===== src/rtl/imm_pkg.sv =====
// Shared opcode, immediate-format and skid-state encodings for the immediate generator.
// Latency: n/a (types and constants only).
// Backpressure: n/a.
package imm_pkg;

    localparam logic [6:0] OPC_LOAD    = 7'h03;
    localparam logic [6:0] OPC_OPIMM   = 7'h13;
    localparam logic [6:0] OPC_OPIMM32 = 7'h1B;
    localparam logic [6:0] OPC_JALR    = 7'h67;
    localparam logic [6:0] OPC_SYSTEM  = 7'h73;
    localparam logic [6:0] OPC_STORE   = 7'h23;
    localparam logic [6:0] OPC_BRANCH  = 7'h63;
    localparam logic [6:0] OPC_AUIPC   = 7'h17;
    localparam logic [6:0] OPC_LUI     = 7'h37;
    localparam logic [6:0] OPC_JAL     = 7'h6F;
    localparam logic [6:0] OPC_FENCE   = 7'h0F;

    typedef enum logic [2:0] {
        FMT_NONE = 3'd0,
        FMT_I    = 3'd1,
        FMT_S    = 3'd2,
        FMT_B    = 3'd3,
        FMT_U    = 3'd4,
        FMT_J    = 3'd5,
        FMT_CSR  = 3'd6,
        FMT_RSVD = 3'd7
    } fmt_e;

    typedef enum logic [1:0] {
        SKID_EMPTY = 2'd0,
        SKID_ONE   = 2'd1,
        SKID_FULL  = 2'd2
    } skid_state_e;

    // Width-independent part of a pipeline entry; imm and tag are parameterised separately.
    typedef struct packed {
        logic [31:0] inst;
        fmt_e        fmt;
        logic [4:0]  zimm;
    } meta_t;

endpackage


===== src/rtl/imm_decode.sv =====
// Combinational RV32I/RV64I immediate decode: format, XLEN-wide immediate, CSR zimm.
// Latency: 0 cycles (pure combinational).
// Backpressure: none; output tracks inst directly.
module imm_decode
    import imm_pkg::*;
#(
    parameter int XLEN     = 32,
    parameter int SIGN_EXT = 1
) (
    input  logic [31:0]     inst,
    output logic [XLEN-1:0] imm,
    output fmt_e            fmt,
    output logic [4:0]      zimm
);

    logic        fill;
    logic [63:0] imm64;
    logic        unused_funct3;

    // funct3 never contributes to an immediate
    assign unused_funct3 = ^inst[14:12];

    always_comb begin
        fill  = (SIGN_EXT != 0) ? inst[31] : 1'b0;
        fmt   = FMT_NONE;
        imm64 = '0;
        zimm  = '0;

        case (inst[6:0])
            OPC_LOAD, OPC_OPIMM, OPC_JALR, OPC_FENCE: fmt = FMT_I;
            OPC_OPIMM32:                              fmt = (XLEN == 64) ? FMT_I : FMT_NONE;
            OPC_SYSTEM:                               fmt = FMT_CSR;
            OPC_STORE:                                fmt = FMT_S;
            OPC_BRANCH:                               fmt = FMT_B;
            OPC_AUIPC, OPC_LUI:                       fmt = FMT_U;
            OPC_JAL:                                  fmt = FMT_J;
            default:                                  fmt = FMT_NONE;
        endcase

        // Assemble at 64 bits and truncate; at XLEN=32 the U fill drops out naturally.
        case (fmt)
            FMT_I:   imm64 = {{52{fill}}, inst[31:20]};
            FMT_S:   imm64 = {{52{fill}}, inst[31:25], inst[11:7]};
            FMT_B:   imm64 = {{51{fill}}, inst[31], inst[7], inst[30:25], inst[11:8], 1'b0};
            FMT_U:   imm64 = {{32{fill}}, inst[31:12], 12'b0};
            FMT_J:   imm64 = {{43{fill}}, inst[31], inst[19:12], inst[20], inst[30:21], 1'b0};
            FMT_CSR: begin
                // CSR address is an unsigned index, never sign-extended
                imm64 = {52'b0, inst[31:20]};
                zimm  = inst[19:15];
            end
            default: imm64 = '0;
        endcase
    end

    assign imm = XLEN'(imm64);

endmodule


===== src/rtl/imm_gen_pipe.sv =====
// Pipelined immediate generator: decode, then a 2-entry skid register stage with a stall counter.
// Latency: 1 cycle from accept to out_valid when empty; 1 result/cycle while out_ready=1.
// Backpressure: in_ready is registered (never combinational on out_ready); drops when both entries fill.
module imm_gen_pipe
    import imm_pkg::*;
#(
    parameter int XLEN     = 32,
    parameter int SIGN_EXT = 1,
    parameter int TAG_W    = 32,
    parameter int CNT_W    = 16
) (
    input  logic             clk,
    input  logic             rst,
    input  logic             in_valid,
    output logic             in_ready,
    input  logic [31:0]      in_inst,
    input  logic [TAG_W-1:0] in_tag,
    output logic             out_valid,
    input  logic             out_ready,
    output logic [31:0]      out_inst,
    output logic [TAG_W-1:0] out_tag,
    output logic [XLEN-1:0]  out_imm,
    output logic [2:0]       out_fmt,
    output logic [4:0]       out_zimm,
    output logic [CNT_W-1:0] stall_cnt
);

    logic [XLEN-1:0]  dec_imm;
    fmt_e             dec_fmt;
    logic [4:0]       dec_zimm;
    meta_t            in_meta;

    skid_state_e      state_q, state_d;
    logic             in_ready_q;
    meta_t            main_meta_q, skid_meta_q;
    logic [XLEN-1:0]  main_imm_q, skid_imm_q;
    logic [TAG_W-1:0] main_tag_q, skid_tag_q;
    logic [CNT_W-1:0] stall_cnt_q;

    logic             acc, dq;
    logic             ld_main_in, ld_main_skid, ld_skid;

    imm_decode #(
        .XLEN     (XLEN),
        .SIGN_EXT (SIGN_EXT)
    ) u_imm_decode (
        .inst (in_inst),
        .imm  (dec_imm),
        .fmt  (dec_fmt),
        .zimm (dec_zimm)
    );

    assign in_meta = '{inst: in_inst, fmt: dec_fmt, zimm: dec_zimm};

    assign out_valid = (state_q != SKID_EMPTY);
    assign acc       = in_valid && in_ready_q;
    assign dq        = out_valid && out_ready;

    always_comb begin
        state_d      = state_q;
        ld_main_in   = 1'b0;
        ld_main_skid = 1'b0;
        ld_skid      = 1'b0;
        case (state_q)
            SKID_EMPTY: begin
                if (acc) begin
                    state_d    = SKID_ONE;
                    ld_main_in = 1'b1;
                end
            end
            SKID_ONE: begin
                if (acc && dq) begin
                    ld_main_in = 1'b1;
                end else if (acc) begin
                    state_d = SKID_FULL;
                    ld_skid = 1'b1;
                end else if (dq) begin
                    state_d = SKID_EMPTY;
                end
            end
            SKID_FULL: begin
                // in_ready is low here, so acc cannot fire
                if (dq) begin
                    state_d      = SKID_ONE;
                    ld_main_skid = 1'b1;
                end
            end
            default: state_d = SKID_EMPTY;
        endcase
    end

    always_ff @(posedge clk) begin
        if (!rst) begin
            state_q     <= SKID_EMPTY;
            in_ready_q  <= 1'b0;
            main_meta_q <= '0;
            skid_meta_q <= '0;
            main_imm_q  <= '0;
            skid_imm_q  <= '0;
            main_tag_q  <= '0;
            skid_tag_q  <= '0;
            stall_cnt_q <= '0;
        end else begin
            state_q    <= state_d;
            in_ready_q <= (state_d != SKID_FULL);

            if (ld_main_in) begin
                main_meta_q <= in_meta;
                main_imm_q  <= dec_imm;
                main_tag_q  <= in_tag;
            end else if (ld_main_skid) begin
                main_meta_q <= skid_meta_q;
                main_imm_q  <= skid_imm_q;
                main_tag_q  <= skid_tag_q;
            end

            if (ld_skid) begin
                skid_meta_q <= in_meta;
                skid_imm_q  <= dec_imm;
                skid_tag_q  <= in_tag;
            end

            if (out_valid && !out_ready && (stall_cnt_q != '1)) begin
                stall_cnt_q <= stall_cnt_q + 1'b1;
            end
        end
    end

    assign in_ready  = in_ready_q;
    assign out_inst  = main_meta_q.inst;
    assign out_fmt   = main_meta_q.fmt;
    assign out_zimm  = main_meta_q.zimm;
    assign out_imm   = main_imm_q;
    assign out_tag   = main_tag_q;
    assign stall_cnt = stall_cnt_q;

endmodule


===== config.mk =====
export PLATFORM = sky130hd
export DESIGN_NAME = imm_gen_pipe
export DESIGN_NICKNAME = d
export VERILOG_FILES = /design/src/rtl/imm_pkg.sv /design/src/rtl/imm_decode.sv /design/src/rtl/imm_gen_pipe.sv
export SDC_FILE = /design/constraint.sdc
export NUM_CORES = 1
export LEC_CHECK = 0
export ABC_AREA = 1
export CAP_MARGIN = 20
export CORE_MARGIN = 2
export CORE_UTILIZATION = 50
export DETAILED_ROUTE_END_ITERATION = 16
export PLACE_DENSITY = 0.77
export SLEW_MARGIN = 20
export SYNTH_ARGS = -nofsm -noshare
export SYNTH_HDL_FRONTEND = slang
export SYNTH_HIERARCHICAL = 1
export SYNTH_SLANG_ARGS = --single-unit

===== constraint.sdc =====
create_clock -name clk -period 2.8 [get_ports clk]
set_input_delay 0.28 -clock clk [delete_from_list [all_inputs] [get_ports clk]]
set_output_delay 0.28 -clock clk [all_outputs]
set_load 0.05 [all_outputs]

-- After elaboration in Yosys (flattened, before gate mapping)
Cells that the tools add are included.
- add/subtract/negate cells: 1
- equal/unequal tests: 20
- muxes and demuxes: 22
- reductions and logical operators: 11
- operators with widths (kind ; number):
    one-hot mux 32 bit (6 select lines) ; 1
    two-way mux 32 bit ; 4
    two-way mux 40 bit ; 2
    equality test 7 bit (second input constant) ; 4
    one-hot mux 3 bit (6 select lines) ; 1
    adder 16 x 1 -> 16 bit (second input constant) ; 1
    inequality test 16 bit (second input constant) ; 1
    equality test 7 x 5 -> 1 bit (second input constant) ; 2
    equality test 7 x 6 -> 1 bit (second input constant) ; 2
    two-way mux 2 bit ; 5
    equality test 3 bit (second input constant) ; 3
    equality test 7 x 2 -> 1 bit (second input constant) ; 1
    equality test 7 x 4 -> 1 bit (second input constant) ; 1
    equality test 3 x 2 -> 1 bit (second input constant) ; 2
    two-way mux 1 bit ; 6
    one-hot mux 2 bit (3 select lines) ; 1
    logical AND 1 bit ; 5
    two-way mux 5 bit ; 1
    nonzero test 2 bit ; 2
    OR reduction 4 bit ; 1
    equality test 3 x 1 -> 1 bit (second input constant) ; 1
    equality test 2 x 1 -> 1 bit (second input constant) ; 1
    equality test 2 bit (second input constant) ; 1
    zero test 2 bit ; 1
    other kinds (4) ; 4
- bits in registers: 227
- bits of input ports: 68
- output and inout bits: 122
- logic and storage cells: 67

-- Longest topological paths before layout
- word-level depth: 7
- mapped depth: 10
- mapped depth without buffers: 10

-- Cells and area by module
The synthesis kept the hierarchy.
- modules (own cells, without submodules) (module ; times used ; cells an instance ; area each (µm²) ; sequential area each (µm²)):
    imm_gen_pipe ; 1 ; 1198 ; 9049.9 ; 4544.4
    imm_decode ; 1 ; 257 ; 1136.1 ; 0.0

-- Worst setup path before layout
OpenSTA, ideal clock, no wires.
- path type: flip-flop to flip-flop
- start point: register stall_cnt_q[0] (netlist: stall_cnt[0])
- end point: register stall_cnt_q[11] (netlist: stall_cnt[11])
- setup time: 0.070 ns
- data arrival time: 1.886 ns
- data required time: 2.730 ns
- slack: 0.844 ns
- stages on the path, launching flop included: 10
- buffers on the path: 0
- clock period less this slack: 1.956 ns
- path through: dfxtp_1 -> ha_1 -> nand2_1 -> nor2_1 -> nand2_1 -> inv_1 -> nand2_1 -> nand2_1 -> nand2_1 -> a21oi_1
- cells in the longest elaborated chain, start to end: 2
- RTL lines (item ; line ; RTL):
    start: declaration ; imm_gen_pipe.sv:38 ; logic [CNT_W-1:0] stall_cnt_q;
    start signal: assignment ; imm_gen_pipe.sv:124 ; stall_cnt_q <= stall_cnt_q + 1'b1;
    parallel branches: the longest is 2 deep, another holds adder 16 x 1 -> 16 bit ; -- ;
Several ways; the timed one is not identified.
A chain may end at the register's enable or synchronous reset.

-- Final worst setup path
- start point: register state_q[0]
- end point: output out_valid
- cells in the longest elaborated chain, start to end: 1
- RTL lines (item ; line ; RTL):
    start: declaration ; imm_gen_pipe.sv:33 ; skid_state_e state_q, state_d;
    start signal: assignment ; imm_gen_pipe.sv:104 ; state_q <= state_d;
    nonzero test 2 bit ; imm_gen_pipe.sv:55 ; assign out_valid = (state_q != SKID_EMPTY);
    end: declaration ; imm_gen_pipe.sv:18 ; output logic out_valid,
Every way passes these cells.

==> summary.md <==
| Metric | Value |
|---|---|
| DR vias/cell | `5.399` |
| Cts hold-fix bufs | `0` |
| RSZ-0062 raised after global routing | `no` |
| Clk slew on worst S/H paths | `0.06 ns` |
| Share of cells above drive strength 1 | `0.05493` |
| H-tree depth | `1` |
| Root Buffer | `clkbuf_16` |
| CORE AREA | `20100 um2` |
| Number of port buffers | `approximately 190` |
| Row Count | `52` |
| Synth Instances | `1455` |
| Num Clock Sinks | `227` |
| Initial drt markers | `approximately 900` |
| Worst path cell trace | `inv_2 -> nand2_2 -> clkdlybuf4s50_1` |
| DRC errors left | `0` |
| Vias post-DR | `between 10000 and 15000` |
| Later-pin clock latency in the skew report | `0.51 ns` |
| Post-cts gate resize count | `0` |
| Routed Antenna Nets | `0` |
| Crit path time final | `2.264 ns` |
| Dpl hpwl | `17890 um` |
| Critical path class | `register to primary output` |
| Total CTS buffers | `24` |
| HP Class | `input port to register` |
| Area share of the largest cell type after synthesis | `0.4461` |
| CTS tree | `yes` |
| Outcome | `complete, no violations` |
| Post-synth EDFFs | `0` |
| Crit path buf inv count | `2` |
| Setup violations, final | `0` |
| Die height | `146.7 um` |
| Nets | `~1700` |
| Horiz. Die Dim | `approximately 150 um` |
| Netlist cell types | `28` |
| Avg Cell Area, Syn | `7.001 um2` |
| Antenna violations before repair | `0` |
| Post-DR wirelength/cell | `~15 um` |
| Post-synth top cells | `280 x o21ai_0, 227 x dfxtp_1, 220 x a21oi_1` |
| Fin crit share | `0.8086` |
| Max Clock Skew | `0.01001 ns` |
| Syn. warnings | `6` |
| Post-Syn Area | `10190 um2` |
| Post-Route WL | `28570 um` |
| Dpl ws | `0.5352 ns` |
| Vias in the first global route | `9222` |
| Seq cells post-synth | `between 200 and 250` |
| DR pass1 iterations | `5` |
| Crit-path max cell delay | `0.82 ns` |
| Fmax | `441.7 MHz` |
| FF-to-FF setup slack | `0.84 ns` |
| Syn nets | `1524` |
| Leakage power | `5.024 nW` |
| Ys async rst share | `0` |
| Grt total ovfl | `0` |
| First-pass GRT wire length | `46130 um` |
| Pwr dens | `639.7 nW/um2` |
| Largest net degree at the start of global routing | `105` |
| Largest cells by area after synthesis | `dfxtp_1 45%, o21ai_0 14%, a21oi_1 11%` |
| CP top delay family | `buffers and inverters` |
| Final Max Slew Viols | `0` |
| Final std cells w/o fill | `1872` |
| Setup crit start | `state_q[0]` |
| Antenna diodes | `0` |
| Post-CTS Setup Bufs | `0` |
| WHS | `slightly above 0.3 ns` |
| Clk buf depth | `3` |
| Setup WS post-layout | `0.5359 ns` |
| Area leader, netlist | `dfxtp_1` |
| Initial Util | `0.5067` |
| Overall global routing resource usage | `0.2549` |
| Hold Fails Final Rpt | `0` |
| Worst EP arrival | `1.98 ns` |
| Area Overhead vs Synth | `28.13%` |
| Total Power | `0.008349 W` |
| Actual slew at the worst max-slew pin | `0.6505 ns` |
| Max VDD drop | `between 400 and 500 uV` |
| Maximum Capacitance Violations | `0` |
| Slew margin rel. | `0.5663` |
| Most common cell in the netlist | `o21ai_0` |
| Top_reg_cell synth | `dfxtp_1` |
| Req. time, crit path | `2.52 ns` |
| Sum Neg Setup Slack | `0 ns` |
| Seq/Total Area, Yosys | `0.4461` |
| Die area | `21530 um2` |
| Gpl congestion | `0.8285` |
| FF-to-FF Start | `stall_cnt[0]` |
| Critical path's slowest cell | `clkdlybuf4s50_1` |
| Startpoint Class | `register` |
| Worst setup EP type | `primary output` |
| Min-delay src | `rst` |
| Io pins | `190` |
| CP Max Fanout | `4` |
| Placed Cells | `1829` |
routing by layer:
layer	GRT usage	share of wire	vias to the layer above	wire, um
li1	-	-	5066	-
met2	0.4298	0.47	345	13530
met5	0	0	-	0
met4	0.06990	0.025	0	728
met3	0.03354	0.068	47	1929
met1	0.3452	0.43	4649	12380
final cells by class:
class,count,area (um2)
clock buffer,33,705.7
clock inverter,10,150.1
fill,1739,7053
inverter,145,545.5
multi-input combinational,971,4588
sequential,227,4544
tap,270,337.8
timing repair buffer,216,2180
sequential cells by signal (all words and copies together) (netlist names):
register	flops
stall_cnt	16
out_tag	32
out_zimm	5
state_q	2
skid_tag_q	32
out_inst	32
skid_imm_q	32
in_ready	1
out_fmt	3
skid_meta_q	40
out_imm	32
worst paths after layout:
check / endpoint / cells after the start
setup / recovery: out_valid / 3
hold / removal: stall_cnt[14] / 3
setup reg to reg: stall_cnt[1] / 9
hold reg to reg: skid_imm_q[14] / 2
placed cells by master (no fill, tap or decap), types with 2 or more instances in the layout:
cell,n
o21ai_0,280
dfxtp_1,227
a21oi_1,220
nand2_1,215
clkdlybuf4s50_1,188
inv_1,138
nand3_1,99
nor2_1,92
o21ai_1,34
clkbuf_16,25
buf_4,21
clkinv_2,7
buf_12,7
inv_2,6
clkbuf_8,5
nand3b_1,4
xor2_1,4
bufinv_16,4
nor2_4,3
nand4_1,3
nand2_2,3
clkbuf_1,3
nor2_2,2
nand2_4,2
nand3_4,2
nor3_1,2
cell families (layout without fill, tap and decap cells):
group,Yosys count,after routing,share of synthesized area
AO/OA/AOI/OAI,536,536,0.2637
XOR/XNOR,5,5,0.004299
adder cells (fa/ha/maj),1,1,0.001228
flip-flops,227,227,0.4461
AND/OR/NAND/NOR,429,429,0.1797
buffers and inverters,257,404,0.1049
tightest hold or removal path: cells and delay by family:
kind / cells / cell delay, ns
buffers and inverters: 1 / 0.32
AND/OR/NAND/NOR: 2 / 0.17
power breakdown:
group	internal, W	leakage [nW]	total, W	switching, W
registers	0.00341	1.85	0.00351	0.0000962
logic	0.000470	2.75	0.00143	0.000959
clock network	0.00212	0.428	0.00341	0.00129
total	0.00600	5.02	0.00835	0.00235
stage by stage:
step | util | cell area, um2
floorplan | - | 10190
global placement | 0.6066 | 12200
detailed placement | 0.6066 | 12200
CTS | 0.6492 | 13050
global route | 0.6492 | 13050
finish | 0.6492 | 13050
No activity file was read; power rests on OpenSTA's default activity.
